===== src/rtl/dma_out_streamer_if.sv =====
// Write port, send request and AXI-Stream master signals of the DMA output streamer.
// slave: the streamer itself; master: the datapath/DMA side driving it.
interface dma_out_streamer_if;
  logic        we;
  logic [2:0]  wr_addr;
  logic [63:0] din;
  logic        send;
  logic [63:0] m_axis_tdata;
  logic        m_axis_tvalid;
  logic        m_axis_tready;
  logic        m_axis_tlast;
  logic [7:0]  m_axis_tkeep;
  logic        full;
  logic        busy;
  logic        done;

  modport slave (
    input  we, wr_addr, din, send, m_axis_tready,
    output m_axis_tdata, m_axis_tvalid, m_axis_tlast, m_axis_tkeep, full, busy, done
  );

  modport master (
    output we, wr_addr, din, send, m_axis_tready,
    input  m_axis_tdata, m_axis_tvalid, m_axis_tlast, m_axis_tkeep, full, busy, done
  );
endinterface


===== src/rtl/dma_out_streamer.sv =====
// Buffers DEPTH 64-bit result words, then streams them as one AXI-Stream packet.
// First beat appears the cycle after an accepted send; tvalid holds the beat stable under tready=0.
module dma_out_streamer #(
  parameter int DEPTH = 4
) (
  input  logic              clk,
  input  logic              rst_n,
  dma_out_streamer_if.slave io
);
  typedef enum logic {FILL = 1'b0, SEND = 1'b1} state_t;

  localparam logic [3:0] DEPTH_W  = 4'(DEPTH);
  localparam logic [2:0] LAST_PTR = 3'(DEPTH - 1);

  state_t      state_q, state_d;
  logic [3:0]  wcnt_q, wcnt_d;
  logic        full_q, full_d;
  logic [2:0]  rd_ptr_q, rd_ptr_d;
  logic        done_q, done_d;
  logic        wr_ok;
  logic        tvalid;
  // Sized for the widest legal DEPTH so the 3-bit address indexes it directly.
  logic [63:0] mem [0:7];

  assign wr_ok = (state_q == FILL) && io.we && ({1'b0, io.wr_addr} < DEPTH_W);

  always_ff @(posedge clk) begin
    if (!rst_n) begin
      state_q  <= FILL;
      wcnt_q   <= '0;
      full_q   <= 1'b0;
      rd_ptr_q <= '0;
      done_q   <= 1'b0;
    end else begin
      state_q  <= state_d;
      wcnt_q   <= wcnt_d;
      full_q   <= full_d;
      rd_ptr_q <= rd_ptr_d;
      done_q   <= done_d;
    end
  end

  // Storage is not reset; contents survive until rewritten.
  always_ff @(posedge clk) begin
    if (rst_n && wr_ok) begin
      mem[io.wr_addr] <= io.din;
    end
  end

  always_comb begin
    state_d  = state_q;
    wcnt_d   = wcnt_q;
    rd_ptr_d = rd_ptr_q;
    done_d   = 1'b0;
    case (state_q)
      FILL: begin
        if (wr_ok && (wcnt_q != DEPTH_W)) begin
          wcnt_d = wcnt_q + 4'd1;
        end
        // Uses the registered full, so a write completing the fill cannot launch the packet.
        if (io.send && full_q) begin
          state_d  = SEND;
          rd_ptr_d = '0;
        end
      end
      SEND: begin
        if (io.m_axis_tready) begin
          if (rd_ptr_q == LAST_PTR) begin
            state_d  = FILL;
            rd_ptr_d = '0;
            wcnt_d   = '0;
            done_d   = 1'b1;
          end else begin
            rd_ptr_d = rd_ptr_q + 3'd1;
          end
        end
      end
      default: state_d = FILL;
    endcase
    full_d = (wcnt_d == DEPTH_W);
  end

  assign tvalid           = (state_q == SEND);
  assign io.m_axis_tvalid = tvalid;
  assign io.m_axis_tdata  = tvalid ? mem[rd_ptr_q] : 64'd0;
  assign io.m_axis_tlast  = tvalid && (rd_ptr_q == LAST_PTR);
  assign io.m_axis_tkeep  = tvalid ? 8'hFF : 8'h00;
  assign io.full          = full_q;
  assign io.busy          = tvalid;
  assign io.done          = done_q;
endmodule

===== src/flat_wrapper.sv =====
// flat-port wrapper written by rule: the top's interface ports become plain ports
module dma_out_streamer_flat 
#(
  parameter int DEPTH = 4
)
  (clk, rst_n, io_we, io_wr_addr, io_din, io_send, io_m_axis_tready, io_m_axis_tdata, io_m_axis_tvalid, io_m_axis_tlast, io_m_axis_tkeep, io_full, io_busy, io_done);
  dma_out_streamer_if io_i ();
  input  logic clk;
  input  logic rst_n;
  input wire logic [$bits(io_i.we)-1:0] io_we;
  input wire logic [$bits(io_i.wr_addr)-1:0] io_wr_addr;
  input wire logic [$bits(io_i.din)-1:0] io_din;
  input wire logic [$bits(io_i.send)-1:0] io_send;
  input wire logic [$bits(io_i.m_axis_tready)-1:0] io_m_axis_tready;
  output wire logic [$bits(io_i.m_axis_tdata)-1:0] io_m_axis_tdata;
  output wire logic [$bits(io_i.m_axis_tvalid)-1:0] io_m_axis_tvalid;
  output wire logic [$bits(io_i.m_axis_tlast)-1:0] io_m_axis_tlast;
  output wire logic [$bits(io_i.m_axis_tkeep)-1:0] io_m_axis_tkeep;
  output wire logic [$bits(io_i.full)-1:0] io_full;
  output wire logic [$bits(io_i.busy)-1:0] io_busy;
  output wire logic [$bits(io_i.done)-1:0] io_done;
  assign io_i.we = io_we;
  assign io_i.wr_addr = io_wr_addr;
  assign io_i.din = io_din;
  assign io_i.send = io_send;
  assign io_i.m_axis_tready = io_m_axis_tready;
  assign io_m_axis_tdata = io_i.m_axis_tdata;
  assign io_m_axis_tvalid = io_i.m_axis_tvalid;
  assign io_m_axis_tlast = io_i.m_axis_tlast;
  assign io_m_axis_tkeep = io_i.m_axis_tkeep;
  assign io_full = io_i.full;
  assign io_busy = io_i.busy;
  assign io_done = io_i.done;
  dma_out_streamer #(.DEPTH(DEPTH)) u_core (.clk(clk), .rst_n(rst_n), .io(io_i));
endmodule

===== config.mk =====
export PLATFORM = sky130hd
export DESIGN_NAME = dma_out_streamer_flat
export DESIGN_NICKNAME = d
export VERILOG_FILES = /design/src/rtl/dma_out_streamer_if.sv /design/src/rtl/dma_out_streamer.sv /design/src/flat_wrapper.sv
export SDC_FILE = /design/constraint.sdc
export NUM_CORES = 1
export LEC_CHECK = 0
export ABC_AREA = 0
export CAP_MARGIN = 20
export CORE_ASPECT_RATIO = 1.2
export CORE_MARGIN = 2
export CORE_UTILIZATION = 53
export DETAILED_ROUTE_END_ITERATION = 7
export GPL_TIMING_DRIVEN = 0
export HOLD_SLACK_MARGIN = 0.15
export PLACE_DENSITY = 0.76
export SETUP_SLACK_MARGIN = 0.4
export SYNTH_ARGS = -nofsm -noshare
export SYNTH_HDL_FRONTEND = slang
export SYNTH_SLANG_ARGS = --single-unit

===== constraint.sdc =====
create_clock -name clk -period 7.5 [get_ports clk]
set_input_delay 1.5 -clock clk [delete_from_list [all_inputs] [get_ports clk]]
set_output_delay 1.5 -clock clk [all_outputs]
set_load 0.02 [all_outputs]

==> summary.txt <==
Timing
  – Final count of negative-setup-slack endpoints: 0
  – Final Hold Fails: 0
  – Period utilisation layout: 64.1%
  – Slew @ Worst Pin: 0.915 ns
  – Crit path time final: 4.81 ns
  – Slew HR: 38.9%
  – Fin. max-slew vios: 0
  – Fmax: 208 MHz
  – Worst Hold Margin: 0.527 ns
  – RSZ-0062 raised after global routing: false
  – Clk_skew: 0.0206 ns
  – Final WS setup: 2.69 ns

Logic synthesis
  – Netlist cell types: 33
  – Post-synthesis sequential area ratio: 77.4%
  – Synth Instances: 884
  – Post-synth design cell area: 0.0202 mm2
  – Yosys Warn Count: 0
  – Syn Area/Cell: 22.8 um2
  – FF+latch count, synth: 525

Setup path
  – Crit-path most repeated cell: clkbuf_1
  – R2R Path End: u_core.mem[2][24]$_DFFE_PP_
  – Worst Path Required: 6.00 ns
  – R2r startpoint: u_core.io.busy$_SDFF_PN0_
  – Worst Path Max Fanout: 18
  – Critical path startpoint category: flip-flop
  – R2R cell count: 5
  – Crit path DAT: 3.31 ns
  – Critical path class: reg2out
  – Slowest cell on the critical path: dfxtp_1
  – Flop-to-flop setup slack: 4.65 ns
  – Worst stage delay on the critical path: 0.92 ns
  – CP cell instances: clkbuf_1 > clkbuf_1 > nor2b_1 > clkdlybuf4s50_1
  – Critical path endpoint category: output pin

Clock tree
  – Postcts setup bufs: 0
  – Clock buffer depth: 3
  – CTS Hold Buffers Added: 0
  – Post-CTS Resized: 0
  – Clock Sinks: 525
  – Worst-Skew Late Latency: 0.56 ns
  – Reg clk slew, reported paths: 0.06 ns
  – CTS H-tree lvls: 2
  – Total CTS buffers: 49
  – CTS tree: done
  – Root Buffer: clkbuf_16

Drt
  – DRT Pass-1 Iters: 5
  – DR WL/cell: 19.3 um
  – Routed vias: 9591
  – Met2 wire length: 19.5 mm
  – Post-route DRC violation count: 0
  – DRT iter0 DRCs: 549
  – M1 WL: 14.2 mm
  – Final ANT Viol Nets: 0
  – Routed vias/inst: 5.10
  – Routed wire length: 36.3 mm
  – Highest Signal Layer: met5
  – Met3 WL: 1.73 mm

Global route
  – Largest net degree at the start of global routing: 46
  – Gr usage total: 19.2%
  – Number of global-route vias before repair: 10200
  – Grt total ovfl: 0
  – First-pass GRT wire length: 56.8 mm
  – Number of antenna violations at the first check in global routing: 2

Min path
  – Worst hold stages: 1
  – Min-Delay Path Class: reg2reg
  – Hold Path Origin: u_core.rd_ptr_q[2]$_SDFFE_PN0N_

Floorplanning
  – Die height: 218 um
  – FP Rows: 78
  – IO Count: 149
  – DIE WIDTH: 182 um
  – Starting Density: 53.6%
  – Die area: 0.0397 mm2
  – Core area: 0.0377 mm2

Power
  – P_leak: 0.00850 uW
  – Pwr dens: 240 mW/mm2
  – Peak VDD IR: 0.249 mV

Layout
  – Antenna cells: 0
  – Layout area overhead: 24.5%
  – Share of post-route cells with drive strength above 1: 19.2%
  – Filler cells: 2529
  – Fin nets: 1437

Place
  – DP Worst Slack: 3.19 ns
  – HPWL Detailed: 23.6 mm
  – Final GP Congestion: 0.732
  – PortBufs: 148

Status
  – Status: complete, no violations

Flow run
  – Max-cap violations: 0
==> placed cells by master (no fill, tap or decap), types with 3 or more instances in the layout <==
master | Yosys | routed
clkdlybuf4s50_1 | 0 | 148
bufinv_16 | 0 | 5
clkbuf_1 | 8 | 19
nor2_1 | 7 | 7
dfxtp_1 | 13 | 13
conb_1 | 1 | 256
buf_8 | 0 | 3
clkinv_1 | 0 | 11
buf_6 | 2 | 20
clkinv_2 | 0 | 7
mux4_2 | 128 | 128
nand4_1 | 3 | 3
clkbuf_16 | 0 | 52
buf_4 | 20 | 22
nor3b_2 | 1 | 3
inv_1 | 4 | 4
edfxtp_1 | 512 | 512
buf_2 | 20 | 20
ha_1 | 3 | 3
and2_1 | 3 | 3
nand2_1 | 7 | 7
mux2i_1 | 67 | 67
nor2b_1 | 65 | 65
==> power by group <==
| group | switching (uW) | internal [uW] | total, uW |
|---|---|---|---|
| logic | 88.6 | 86.1 | 175 |
| registers | 34.1 | 3370 | 3410 |
| clock network | 1020 | 1440 | 2460 |
| total | 1140 | 4900 | 6040 |
==> how the worst max path moves through the flow <==
stage,from,slack (ns),endpoint
final,u_core.io.busy$_SDFF_PN0_,2.69,io_m_axis_tdata[47]
after detailed placement,u_core.io.busy$_SDFF_PN0_,3.19,io_m_axis_tdata[40]
after floorplan,io_wr_addr[2],0.32,u_core.mem[1][0]$_DFFE_PP_
after CTS,u_core.io.busy$_SDFF_PN0_,2.56,io_m_axis_tdata[40]
after global routing,u_core.io.busy$_SDFF_PN0_,2.43,io_m_axis_tdata[43]
after global placement,io_we,-5.03,u_core.mem[2][33]$_DFFE_PP_
==> cells by family (layout without fill, tap and decap cells) <==
| group | Yosys count | count (layout) | share of synthesized area (%) |
|---|---|---|---|
| flops | 525 | 525 | 77.4 |
| mux | 196 | 196 | 17.7 |
| simple gates | 98 | 98 | 2.93 |
| buf+inv | 55 | 317 | 1.59 |
| compound gates | 6 | 6 | 0.186 |
| fa+ha+maj | 3 | 3 | 0.186 |
| other cells | 1 | 256 | 0.0186 |
==> synth_stat cells (all sizes together) <==
| cell type | count | area share (%) |
|---|---|---|
| buf | 43 | 1.4 |
| or2 | 1 | 0.031 |
| a21oi | 1 | 0.025 |
| mux2 | 1 | 0.056 |
| ha | 3 | 0.19 |
| a31oi | 1 | 0.031 |
| nand4b | 1 | 0.043 |
| nand3b | 1 | 0.037 |
| edfxtp | 512 | 76 |
| conb | 1 | 0.019 |
| nand3 | 2 | 0.050 |
| nand2 | 7 | 0.13 |
| a32oi | 1 | 0.043 |
| nor3 | 2 | 0.050 |
| nor3b | 3 | 0.14 |
| nor2b | 65 | 2.0 |
| and2 | 3 | 0.093 |
| o21ai | 2 | 0.050 |
| a211oi | 1 | 0.037 |
| mux4 | 128 | 14 |
| nand4 | 3 | 0.093 |
| mux2i | 67 | 3.3 |
| dfxtp | 13 | 1.3 |
| nand2b | 1 | 0.031 |
| inv | 4 | 0.074 |
| clkbuf | 8 | 0.15 |
| and4 | 2 | 0.087 |
| nor2 | 7 | 0.13 |
==> critical path, delay by kind of cell, from the launching register on <==
family	cells	cell delay, ns
buffers and inverters	3	1.56
DFF	1	0.92
and+or+nand+nor	1	0.26
==> flip-flops by register name, indices dropped and copies added (netlist names), named ones only <==
register         flops
u_core.io.full       1
u_core.rd_ptr_q      3
u_core.mem         512
u_core.wcnt_q        4
u_core.io.done       1
u_core.io.busy       1
==> metal layers <==
metal  GRT usage, %  up-vias
met5              0        -
met4           5.48        4
met3           3.57       67
met2           35.0      204
met1           23.5     4943
li1               -     4373
==> final cells by class <==
cell class | count | area [um2] | share of cell area, %
sequential | 525 | 15600 | 62.2
clock inverter | 27 | 258 | 1.03
buffer | 51 | 307 | 1.22
inverter | 4 | 15.0 | 0.0597
multi-input combinational | 559 | 5210 | 20.7
tap | 480 | 601 | 2.39
timing repair buffer | 172 | 1770 | 7.05
clock buffer | 63 | 1340 | 5.34
==> through the flow <==
stage          cell area (um2)  setup TNS, ns  utilization (%)  power, uW  cells
4_1_cts                  25100              0             66.7       6090   1881
3_3_place_gp             23200        -904.32             61.7       3620   1767
3_5_place_dp             23500              0             62.5       3640   1791
2_1_floorplan            21100              0                -       3540   1139
6_report                 25100              0             66.7       6040   1881
5_1_grt                  25100              0             66.7       6240   1881
No activity file was read; power rests on OpenSTA's default activity.
